### config.mk
export PLATFORM = sky130hd
export DESIGN_NAME = muldiv_sequencer
export DESIGN_NICKNAME = d
export VERILOG_FILES = /design/src/rtl/muldiv_pkg.sv /design/src/rtl/muldiv_sign_fix.sv /design/src/rtl/muldiv_sequencer.sv
export SDC_FILE = /design/constraint.sdc
export NUM_CORES = 1
export LEC_CHECK = 0
export CAP_MARGIN = 20
export CORE_ASPECT_RATIO = 1.2
export CORE_MARGIN = 4
export CORE_UTILIZATION = 55
export DETAILED_ROUTE_END_ITERATION = 8
export GPL_TIMING_DRIVEN = 0
export HOLD_SLACK_MARGIN = 0.05
export PLACE_DENSITY_LB_ADDON = 0.3
export REMOVE_ABC_BUFFERS = 1
export SLEW_MARGIN = 10
export SYNTH_ARGS = -nofsm -noshare
export SYNTH_HDL_FRONTEND = slang
export SYNTH_SLANG_ARGS = --single-unit
### constraint.sdc
create_clock -name clk -period 19.7 [get_ports clk]
set_clock_uncertainty 0.05 [all_clocks]
set_input_delay 5.91 -clock clk [delete_from_list [all_inputs] [get_ports clk]]
set_output_delay 5.91 -clock clk [all_outputs]
set_load 0.02 [all_outputs]
### src/rtl/muldiv_pkg.sv
// Shared definitions for the iterative multiply/divide sequencer:
// operation and state encodings, iteration-counter width helper,
// and small decode helpers for the op field.
package muldiv_pkg;

    typedef enum logic [1:0] {
        OP_MULT  = 2'b00,
        OP_MULTU = 2'b01,
        OP_DIV   = 2'b10,
        OP_DIVU  = 2'b11
    } op_e;

    typedef enum logic [1:0] {
        ST_IDLE = 2'b00,
        ST_RUN  = 2'b01,
        ST_FIX  = 2'b10
    } state_e;

    // Iteration counter width for a given operand width.
    function automatic int cnt_width(input int b);
        return $clog2(b) + 1;
    endfunction

    localparam int B_DEFAULT = 32;
    localparam int CNT_W     = cnt_width(B_DEFAULT);

    function automatic logic op_is_div(input logic [1:0] o);
        return (o == OP_DIV) || (o == OP_DIVU);
    endfunction

    function automatic logic op_is_signed(input logic [1:0] o);
        return (o == OP_MULT) || (o == OP_DIV);
    endfunction

endpackage

### src/rtl/muldiv_sign_fix.sv
// Combinational sign handling for the multiply/divide sequencer.
// Entry side: operand magnitudes and result sign flags for signed ops.
// FIX side: two's-complement correction of the raw unsigned result
// (whole 2B product for multiply, separate quotient/remainder for divide).
module muldiv_sign_fix
    import muldiv_pkg::*;
#(
    parameter int B = 32
) (
    input  logic [1:0]     op,
    input  logic [B-1:0]   a,
    input  logic [B-1:0]   b,
    output logic [B-1:0]   a_mag,
    output logic [B-1:0]   b_mag,
    output logic           neg_res,
    output logic           neg_rem,
    input  logic           fix_div,
    input  logic           fix_neg_res,
    input  logic           fix_neg_rem,
    input  logic [2*B-1:0] raw,
    output logic [2*B-1:0] fixed
);

    logic signed [B-1:0] a_s;
    logic signed [B-1:0] b_s;
    logic                a_neg;
    logic                b_neg;

    function automatic logic [B-1:0] neg_w(input logic [B-1:0] x);
        return ~x + {{(B-1){1'b0}}, 1'b1};
    endfunction

    function automatic logic [2*B-1:0] neg_d(input logic [2*B-1:0] x);
        return ~x + {{(2*B-1){1'b0}}, 1'b1};
    endfunction

    // Operand magnitudes and result signs; unsigned ops pass through.
    always_comb begin
        a_s     = a;
        b_s     = b;
        a_neg   = op_is_signed(op) && (a_s < 0);
        b_neg   = op_is_signed(op) && (b_s < 0);
        a_mag   = a_neg ? neg_w(a) : a;
        b_mag   = b_neg ? neg_w(b) : b;
        neg_res = a_neg ^ b_neg;
        neg_rem = op_is_div(op) && a_neg;
    end

    // Final sign correction of the unsigned iteration result.
    always_comb begin
        if (!fix_div) begin
            fixed = fix_neg_res ? neg_d(raw) : raw;
        end else begin
            fixed[2*B-1:B] = fix_neg_rem ? neg_w(raw[2*B-1:B]) : raw[2*B-1:B];
            fixed[B-1:0]   = fix_neg_res ? neg_w(raw[B-1:0])   : raw[B-1:0];
        end
    end

endmodule

### src/rtl/muldiv_sequencer.sv
// Iterative MULT/MULTU/DIV/DIVU sequencer owning the HI/LO registers.
// IDLE -> RUN (B iterations, one per cycle) -> FIX (sign correction,
// HI/LO write, done pulse). Multiply is shift-add, divide is restoring
// shift-subtract, both on a 2B-bit working register {upper, lower}.
// Optional macro MULDIV_EARLY_OUT_EN: multiply leaves RUN as soon as the
// remaining multiplier bits are zero (aligning the product by a final
// shift); operands with magnitude 0 or 1 go straight to FIX.
module muldiv_sequencer
    import muldiv_pkg::*;
#(
    parameter int B = 32
) (
    input  logic         clk,
    input  logic         reset,
    input  logic         start,
    input  logic [1:0]   op,
    input  logic [B-1:0] op1,
    input  logic [B-1:0] op2,
    input  logic         flush,
    input  logic         hi_we,
    input  logic         lo_we,
    input  logic [B-1:0] wdata,
    output logic         busy,
    output logic         done,
    output logic [B-1:0] hi,
    output logic [B-1:0] lo
);

    localparam int CW = cnt_width(B);

    state_e         state;
    state_e         state_nx;
    logic [CW-1:0]  cnt;
    logic [1:0]     op_q;
    logic [B-1:0]   dv_q;        // multiplicand or divisor magnitude
    logic [2*B-1:0] acc;         // working register
    logic           neg_res_q;
    logic           neg_rem_q;
    logic           div0_q;

    logic [B-1:0]   a_mag;
    logic [B-1:0]   b_mag;
    logic           neg_res_c;
    logic           neg_rem_c;
    logic [2*B-1:0] fixed;

    logic [B:0]     sh_hi;
    logic [B-1:0]   sub;
    logic           ge;
    logic [B:0]     sum;
    logic [2*B-1:0] acc_step;
    logic [2*B-1:0] acc_run;
    logic           early_run;
    logic           entry_early;
    logic           last_iter;
    logic           accept;

    muldiv_sign_fix #(.B(B)) u_sign_fix (
        .op          (op),
        .a           (op1),
        .b           (op2),
        .a_mag       (a_mag),
        .b_mag       (b_mag),
        .neg_res     (neg_res_c),
        .neg_rem     (neg_rem_c),
        .fix_div     (op_is_div(op_q)),
        .fix_neg_res (neg_res_q),
        .fix_neg_rem (neg_rem_q),
        .raw         (acc),
        .fixed       (fixed)
    );

    assign accept    = start && !flush;
    assign last_iter = (cnt == CW'(B - 1));

    // One multiply or divide iteration on the working register.
    always_comb begin
        sh_hi = {acc[2*B-1:B], acc[B-1]};
        ge    = (sh_hi >= {1'b0, dv_q});
        sub   = sh_hi[B-1:0] - dv_q;
        sum   = {1'b0, acc[2*B-1:B]} + (acc[0] ? {1'b0, dv_q} : {(B+1){1'b0}});
        if (op_is_div(op_q)) begin
            acc_step = ge ? {sub, acc[B-2:0], 1'b1}
                          : {sh_hi[B-1:0], acc[B-2:0], 1'b0};
        end else begin
            acc_step = {sum, acc[B-1:1]};
        end
    end

`ifdef MULDIV_EARLY_OUT_EN
    logic [CW-1:0]  sh_amt;
    logic [2*B-1:0] rem_mask;

    // Early exit when the unconsumed multiplier bits are all zero.
    always_comb begin
        sh_amt      = CW'(B - 1) - cnt;
        rem_mask    = ({{(2*B-1){1'b0}}, 1'b1} << sh_amt) - {{(2*B-1){1'b0}}, 1'b1};
        early_run   = !op_is_div(op_q) && ((acc_step & rem_mask) == '0);
        acc_run     = early_run ? (acc_step >> sh_amt) : acc_step;
        entry_early = !op_is_div(op) && (b_mag[B-1:1] == '0);
    end
`else
    // Fixed-latency build: every operation runs all B iterations.
    always_comb begin
        early_run   = 1'b0;
        acc_run     = acc_step;
        entry_early = 1'b0;
    end
`endif

    // State register.
    always_ff @(posedge clk) begin
        if (reset) state <= ST_IDLE;
        else       state <= state_nx;
    end

    // Next-state and busy decode.
    always_comb begin
        state_nx = state;
        busy     = 1'b0;
        case (state)
            ST_IDLE: begin
                if (accept) state_nx = entry_early ? ST_FIX : ST_RUN;
            end
            ST_RUN: begin
                busy = 1'b1;
                if (flush)                       state_nx = ST_IDLE;
                else if (last_iter || early_run) state_nx = ST_FIX;
            end
            ST_FIX: begin
                busy     = 1'b1;
                state_nx = ST_IDLE;
            end
            default: state_nx = ST_IDLE;
        endcase
    end

    // Control: iteration count, done pulse, HI/LO architectural writes.
    always_ff @(posedge clk) begin
        if (reset) begin
            cnt  <= '0;
            done <= 1'b0;
            hi   <= '0;
            lo   <= '0;
        end else begin
            done <= 1'b0;
            case (state)
                ST_IDLE: begin
                    if (hi_we)  hi  <= wdata;
                    if (lo_we)  lo  <= wdata;
                    if (accept) cnt <= '0;
                end
                ST_RUN: begin
                    if (!flush) cnt <= cnt + 1'b1;
                end
                ST_FIX: begin
                    if (!flush) begin
                        hi   <= fixed[2*B-1:B];
                        lo   <= div0_q ? {B{1'b1}} : fixed[B-1:0];
                        done <= 1'b1;
                    end
                end
                default: ;
            endcase
        end
    end

    // Datapath: operand latch at entry, iteration update while running.
    always_ff @(posedge clk) begin
        case (state)
            ST_IDLE: begin
                if (accept) begin
                    op_q      <= op;
                    neg_res_q <= neg_res_c;
                    neg_rem_q <= neg_rem_c;
                    div0_q    <= op_is_div(op) && (op2 == '0);
                    if (op_is_div(op)) begin
                        dv_q <= b_mag;
                        acc  <= {{B{1'b0}}, a_mag};
                    end else begin
                        dv_q <= a_mag;
                        if (entry_early)
                            acc <= b_mag[0] ? {{B{1'b0}}, a_mag} : '0;
                        else
                            acc <= {{B{1'b0}}, b_mag};
                    end
                end
            end
            ST_RUN:  acc <= acc_run;
            default: ;
        endcase
    end

endmodule

======== Word-level counts from Yosys, hierarchy flattened ========
Index checks and enable logic that the tools add are counted.
storage, ports and cells
  register bits after elaboration ......... 174
  latch bits .............................. 0
  bits in writable memories ............... 0
  memory bits (read-only) ................. 0
  input port bits ......................... 104
  output and inout bits ................... 66
  word-level logic and storage cells ...... 93
  memories kept ........................... 0
cells by class
  add/sub/neg operators ................... 8
  multipliers ............................. 0
  divide/modulo/power cells ............... 0
  order comparisons ....................... 3
  equality and inequality tests ........... 13
  shifts and indexed selects .............. 0
  muxes and demuxes ....................... 29
  bitwise gates (word level) .............. 7
  reduce and logical (&&, ||, !) cells .... 22
operators with widths
  kind                   count
  $mux 32                12
  $mux 64                5
  $add 32x1->32 const B  4
  $not 32->32            4
  $pmux 32 s2            2
  $pmux 64 s2            1
  $add 64x1->64 const B  1
  $lt 32x1->1 const B    2
  $not 64->64            1
  $add 32x32->33         1
  $ge 33x32->1           1
  $logic_not 32->1       1
  $sub 32x32->32         1
  $mux 6                 2
  $pmux 6 s2             1
  $eq 2x2->1 const B     5
  $ne 2x2->1 const B     5
  $reduce_and 3->1       3
  $add 6x1->6 const B    1
  $eq 6x5->1 const B     1
  $mux 2                 3
  $reduce_and 2->1       3
  $logic_and 1x1->1      5
  $logic_not 2->1        2
  other kinds (10)       15

======== Logic depth before layout (Yosys ltp) ========
Gate-level depths: netlist (run 1).
  depth in word-level cells ............... 7
  gate-level depth with buffers ........... 14
  depth with buffers taken out ............ 13

======== By module ========
Synthesis (run 1) repeated with hierarchy kept, for this count alone.
second synthesis, totals
  cell total of the unflattened synthesis .. 1816
  area, all modules ....................... 15402.3 sq um
modules (own cells, without submodules)
  module            instances  cells an instance  area an instance (sq um)  seq. area each (sq um)
  muldiv_sequencer  1          1312               12139.1                   4464.3
  muldiv_sign_fix   1          504                3263.1                    0.0

======== Least setup slack after synthesis (run 1) ========
No wires, ideal clock.
  path kind ............................... input to register
  start ................................... in flush
  end ..................................... reg cnt[5]
  setup time .............................. 0.070 ns
  arrival ................................. 11.115 ns
  required time ........................... 19.580 ns
  path slack .............................. 8.465 ns
  stages .................................. 6
  cell sequence ........................... nor3_1 a21o_1 a21boi_1 nand4_1 or3_1 a21oi_1
on the way
  cells in the longest elaborated chain, start to end .. 4
  elaborated cells between the ends (all ways) .. 5
  those cells by class .................... eq/ne: 2; reduce/logical: 3
ends and longest elaborated chain
  element                                RTL line                 source
  start: declaration                     muldiv_sequencer.sv:19   input logic flush,
  $logic_not 1->1                        --
  $logic_and 1x1->1                      muldiv_sequencer.sv:73   assign accept = start && !flush;
  $ne 2x2->1 (no source line)            --
  $reduce_and 3->1 (no source line) (*)  --
  end signal: assignment                 muldiv_sequencer.sv:154  if (!flush) cnt <= cnt + 1'b1;
  end: declaration                       muldiv_sequencer.sv:33   logic [CW-1:0] cnt;
Mark *: on every way between the ends. The rest lies on a longest branch, timed or not.
A chain may end at the register's enable or synchronous reset.

======== Worst setup path after layout (run 1) ========
  start ................................... in op2[5]
  end ..................................... reg acc[30] (data pin)
on the way
  cells in the longest elaborated chain, start to end .. 6
  elaborated cells between the ends (all ways) .. 8
  those cells by class .................... add/sub: 1; order compare: 1; mux: 4; bitwise: 1; reduce/logical: 1
ends and longest elaborated chain
  element                                                    RTL line                                      source
  start: declaration                                         muldiv_sequencer.sv:18                        input logic [B-1:0] op2,
  $not 32->32 / $lt 32x1->1 (equally long branches)          muldiv_sign_fix.sv:30, muldiv_sign_fix.sv:42
  $add 32x1->32 / $logic_and 1x1->1 (equally long branches)  muldiv_sign_fix.sv:30, muldiv_sign_fix.sv:42
  $mux 32 (*)                                                muldiv_sign_fix.sv:44                         b_mag = b_neg ? neg_w(b) : b;
  $mux 32 (*)                                                muldiv_sequencer.sv:177                       if (op_is_div(op)) begin
  $mux 64 (*)                                                muldiv_sequencer.sv:172                       if (accept) begin
  $pmux 64 s2 (*)                                            muldiv_sequencer.sv:170                       case (state)
  end signal: assignment                                     muldiv_sequencer.sv:179                       acc <= {{B{1'b0}}, a_mag};
  end signal: assignment                                     muldiv_sequencer.sv:183                       acc <= b_mag[0] ? {{B{1'b0}}, a_mag} : '0;
  end signal: assignment                                     muldiv_sequencer.sv:185                       acc <= {{B{1'b0}}, b_mag};
  end: declaration                                           muldiv_sequencer.sv:36                        logic [2*B-1:0] acc;
Mark *: on every way between the ends. The rest lies on a longest branch, timed or not. The select of a mux whose other input is x is not followed.

==> flow_results.xml, run 1 <==
<?xml version="1.0" encoding="UTF-8"?>
<metrics>
  <group name="layout">
    <metric name="layout.nets" unit="">2082</metric>
    <metric name="multiInputGateArea" unit="um^2">9370</metric>
    <metric name="num_antenna_cells" unit="">0</metric>
    <metric name="sequential_cell_area" unit="um^2">4460</metric>
    <metric name="drive_above_1_share" unit="%">5.01</metric>
    <metric name="area_delta_synth_final" unit="%">18.9</metric>
    <metric name="fillCellCount" unit="">2126</metric>
  </group>
  <group name="grt">
    <metric name="global_route.overflow_total" unit="">0</metric>
    <metric name="global_route_wire_length_before_repair" unit="um">74100</metric>
    <metric name="track_usage" unit="%">32.4</metric>
    <metric name="first_global_vias" unit="">13716</metric>
    <metric name="grt_start_max_net_pins" unit="">62</metric>
    <metric name="antenna_violations_before_repair" unit="">0</metric>
  </group>
  <group name="hold_path">
    <metric name="min_delay_path_depth" unit="">2</metric>
    <metric name="worst_min_delay_path_startpoint" unit="">lo[2]</metric>
    <metric name="holdPathEnd" unit="">lo[2]</metric>
    <metric name="holdCritPathClass" unit="">reg -&gt; reg</metric>
  </group>
  <group name="worst_setup_path">
    <metric name="rrSetupSlack" unit="ns">15.16</metric>
    <metric name="worst_ep_required_time" unit="ns">19.94</metric>
    <metric name="setup.worst_path.end_class" unit="">register</metric>
    <metric name="critical_path.reg2reg.startpoint" unit="">acc[0]</metric>
    <metric name="worstPathMaxFanout" unit="">4</metric>
    <metric name="worst_setup_path_start_kind" unit="">input pin</metric>
    <metric name="worstSetupPathType" unit="">in -&gt; reg</metric>
    <metric name="reg2reg_to" unit="">acc[62]</metric>
    <metric name="number_of_cell_instances_on_the_worst_register_to_register_path" unit="">12</metric>
    <metric name="worstPathArrival" unit="ns">9.43</metric>
  </group>
  <group name="synthesis">
    <metric name="synthDominantAreaCellType" unit="">sky130_fd_sc_hd__edfxtp_1</metric>
    <metric name="postSynth.topFlopCell" unit="">sky130_fd_sc_hd__edfxtp_1</metric>
    <metric name="seq_area_frac_synth" unit="%">30.9</metric>
    <metric name="synth.top_cells.by_area" unit="">sky130_fd_sc_hd__edfxtp_1 (21%), sky130_fd_sc_hd__dfxtp_1 (10%), sky130_fd_sc_hd__a21oi_1 (6.5%)</metric>
    <metric name="synthSimpleGateAreaFrac" unit="%">18.9</metric>
    <metric name="count_of_cell_types_in_the_netlist" unit="">80</metric>
    <metric name="yosysWarningCount" unit="">0</metric>
    <metric name="synth_enable_flop_cells" unit="">100</metric>
    <metric name="largest_family_of_logic_cells_by_synthesized_area" unit="">compound AO/OA/AOI/OAI gates</metric>
    <metric name="yosys.area_share.adder" unit="%">6.50</metric>
    <metric name="synth_compound_area_share" unit="%">23.5</metric>
    <metric name="yosys_register_bits" unit="">173</metric>
    <metric name="post_synth_xor_area_fraction" unit="%">10.5</metric>
    <metric name="post_synth_mux_area_share" unit="%">5.01</metric>
    <metric name="async_reset_ff_share" unit="%">0</metric>
    <metric name="post_synth.cell_area_avg" unit="um^2">8.05</metric>
    <metric name="share_of_yosys_cell_area_claimed_by_the_top_area_cell_type" unit="%">20.8</metric>
    <metric name="mappedNetlistArea" unit="um^2">14500</metric>
    <metric name="post_synth_inst_count" unit="">1798</metric>
  </group>
  <group name="sta">
    <metric name="maxClockFrequency" unit="MHz">109</metric>
    <metric name="slew_headroom" unit="%">37.9</metric>
    <metric name="finalWorstPathRequiredPeriod" unit="ns">9.19</metric>
    <metric name="timing.final.max_slew_violations" unit="">0</metric>
    <metric name="setup_repair_after_global_routing_missed_its_margin" unit="">no</metric>
    <metric name="report.final.hold_viol_count" unit="">0</metric>
    <metric name="final.period_utilization" unit="%">46.6</metric>
    <metric name="setup-tns-final" unit="ns">0</metric>
    <metric name="timing_worst_slew_pin_value" unit="ns">0.932</metric>
    <metric name="timing.final.setup_violations" unit="">0</metric>
    <metric name="fin_ws" unit="ns">10.51</metric>
  </group>
  <group name="placed_design">
    <metric name="place.port_buffers" unit="">169</metric>
    <metric name="placer_congestion" unit="">0.956</metric>
    <metric name="dpl.hpwl" unit="um">37100</metric>
    <metric name="dp_worst_setup_slack" unit="ns">10.03</metric>
  </group>
  <group name="route">
    <metric name="drt-pass1-iter-count" unit="">5</metric>
    <metric name="detailed_route_via_count" unit="">14424</metric>
    <metric name="detail_route.drc_violations" unit="">0</metric>
    <metric name="drt.antenna.violating_nets" unit="">0</metric>
    <metric name="wirelength" unit="um">48100</metric>
    <metric name="detail_route.wl_per_cell" unit="um">21.4</metric>
    <metric name="number_of_vias_per_cell_after_detailed_routing" unit="">6.42</metric>
    <metric name="drt_iter0_drc" unit="">1623</metric>
  </group>
  <group name="clocking">
    <metric name="cts_root_buffer" unit="">sky130_fd_sc_hd__clkbuf_16</metric>
    <metric name="post_cts_resized" unit="">0</metric>
    <metric name="cts_tree" unit="">done</metric>
    <metric name="path_clk_slew" unit="ns">0.08</metric>
    <metric name="cts_sinks" unit="">173</metric>
    <metric name="post_cts_setup_driven_buffer_insertion_count" unit="">0</metric>
    <metric name="post_cts_hold_buffer_count" unit="">0</metric>
    <metric name="number_of_clock_buffers_inserted_by_tritoncts" unit="">17</metric>
    <metric name="htreeDepth" unit="">4</metric>
    <metric name="cts-root-to-sink-buffers" unit="">2</metric>
    <metric name="clkLatencyLatePin" unit="ns">0.46</metric>
  </group>
  <group name="die">
    <metric name="die_w" unit="um">156</metric>
    <metric name="effective_utilization_at_floorplan" unit="%">56.3</metric>
    <metric name="chipHeight" unit="um">186</metric>
    <metric name="io_pins" unit="">170</metric>
    <metric name="die_area" unit="um^2">29000</metric>
    <metric name="floorplan.rows" unit="">64</metric>
    <metric name="core_region_area" unit="um^2">25700</metric>
  </group>
  <group name="power">
    <metric name="ir_worst_vdd" unit="uV">62.7</metric>
    <metric name="seq_power_share" unit="%">38.1</metric>
    <metric name="p_clk_share" unit="%">30.7</metric>
    <metric name="p_sw_share" unit="%">35.3</metric>
    <metric name="power_density_over_the_cells" unit="nW/um^2">67.9</metric>
    <metric name="internal_power" unit="mW">0.756</metric>
    <metric name="p_leak" unit="nW">6.65</metric>
    <metric name="gate_power_share" unit="%">31.2</metric>
    <metric name="netSwitchingPower" unit="mW">0.412</metric>
  </group>
  <group name="flow_run">
    <metric name="cap_viol_max_count" unit="">0</metric>
  </group>
  <group name="outcome">
    <metric name="outcome" unit="">finished clean</metric>
  </group>
</metrics>
how the worst max path moves through the flow:
stage	cells after the start	startpoint	endpoint
after floorplan	6	flush	cnt[5]
after global placement	7	flush	cnt[5]
after detailed placement	9	op2[5]	acc[24]
after CTS	9	op2[5]	acc[24]
after global routing	9	op2[5]	acc[24]
final	10	op2[5]	acc[30]
through the flow:
step	hold slack, ns	utilization (%)	power, mW	cell area (um^2)	std cells
2_1_floorplan	0.393	-	0.667	14100	1695
3_3_place_gp	0.391	62.9	0.793	16200	2194
3_5_place_dp	0.393	64.4	0.806	16600	2213
4_1_cts	0.403	66.8	1.16	17200	2245
5_1_grt	0.423	66.9	1.22	17200	2247
6_report	0.404	66.9	1.17	17200	2247
sequential cells by signal, summed over array words and instances (netlist names):
register and flops:
div0_q 1, neg_rem_q 1, lo 32, acc 64, dv_q 32, cnt 6
op_q 1, neg_res_q 1, done 1, hi 32, state 2
power by group through the flow:
stage	clock (mW)	combinational (mW)	sequential (mW)
after floorplan	0	0.214	0.453
after global placement	0	0.339	0.454
after detailed placement	0	0.355	0.451
after CTS	0.357	0.358	0.443
after global routing	0.376	0.396	0.446
final	0.358	0.365	0.445
synthesized netlist by cell type (47+ instances only):
cell                       number
sky130_fd_sc_hd__edfxtp_1     100
sky130_fd_sc_hd__mux2i_1       69
sky130_fd_sc_hd__dfxtp_1       73
sky130_fd_sc_hd__nand2_1      173
sky130_fd_sc_hd__o21ai_0       92
sky130_fd_sc_hd__inv_1         77
sky130_fd_sc_hd__nor2_1       225
sky130_fd_sc_hd__xor2_1        78
sky130_fd_sc_hd__clkbuf_1      84
sky130_fd_sc_hd__xnor2_1       96
sky130_fd_sc_hd__a21oi_1      189
sky130_fd_sc_hd__ha_1          72
sky130_fd_sc_hd__a211oi_1      47
layout make-up:
| type | count | share of cell area (%) |
|---|---|---|
| multi-input cells | 1444 | 54.5 |
| well taps | 330 | 2.40 |
| clock buffers | 20 | 2.72 |
| clock inverters | 12 | 0.793 |
| repair buffers | 190 | 12.0 |
| flip-flops and latches | 173 | 25.9 |
| inverters | 78 | 1.70 |
logic make-up (layout without fill, tap and decap cells):
| family | after synthesis | in the layout |
|---|---|---|
| AO/OA/AOI/OAI | 532 | 532 |
| XOR/XNOR | 174 | 174 |
| adder cells (fa/ha/maj) | 74 | 74 |
| buffers and inverters | 181 | 300 |
| flip-flops | 173 | 173 |
| multiplexers | 72 | 72 |
| AND/OR/NAND/NOR | 592 | 592 |
placed cells by master, fill, tap and decap left out, drive strengths merged, types with 30 or more instances in the layout:
master	netlist	final
clkdlybuf4s50	0	167
ha	72	72
dfxtp	73	73
a211oi	47	47
a21oi	189	189
inv	78	88
o31ai	30	30
nor3	31	31
nand2	173	173
mux2i	69	69
xnor2	96	96
nor2	226	226
o21ai	95	95
edfxtp	100	100
xor2	78	78
per-layer routing:
layer / vias to the layer above / track usage (%) / routed length (um)
met5: - / 0 / 0
li1: 6794 / - / -
met1: 6749 / 40.7 / 18800
met4: 0 / 17.4 / 2770
met3: 143 / 4.70 / 3680
met2: 738 / 53.9 / 22800
worst max-delay path, cell delays in order:
cell and delay (ns):
sky130_fd_sc_hd__clkdlybuf4s50_1 0.49, sky130_fd_sc_hd__or4_1 0.64, sky130_fd_sc_hd__nor4_1 0.55, sky130_fd_sc_hd__nand2_1 0.21, sky130_fd_sc_hd__nor4_1 0.51, sky130_fd_sc_hd__nand2_1 0.22
sky130_fd_sc_hd__o31ai_1 0.32, sky130_fd_sc_hd__xnor2_1 0.25, sky130_fd_sc_hd__mux2i_1 0.15, sky130_fd_sc_hd__o21ai_0 0.18
No activity file was read; power rests on OpenSTA's default activity.
==> inputs of run 2 (changes only) <==
==> constraint.sdc (replaced) <==
create_clock -name clk -period 9.43 [get_ports clk]
set_clock_uncertainty 0.05 [all_clocks]
set_input_delay 2.829 -clock clk [delete_from_list [all_inputs] [get_ports clk]]
set_output_delay 2.829 -clock clk [all_outputs]
set_load 0.02 [all_outputs]
==> results of run 2 <==
Same layout as run 1 (identical final DEF). Status: finished clean.
Among the figures that moved: setup slack after placement 10.03 ns -> 2.84 ns; setup slack after layout 10.51 ns -> 3.32 ns; register-to-register setup slack 15.16 ns -> 4.89 ns; total power 1.17 mW -> 2.44 mW; worst IR drop on VDD 62.7 uV -> 131 uV
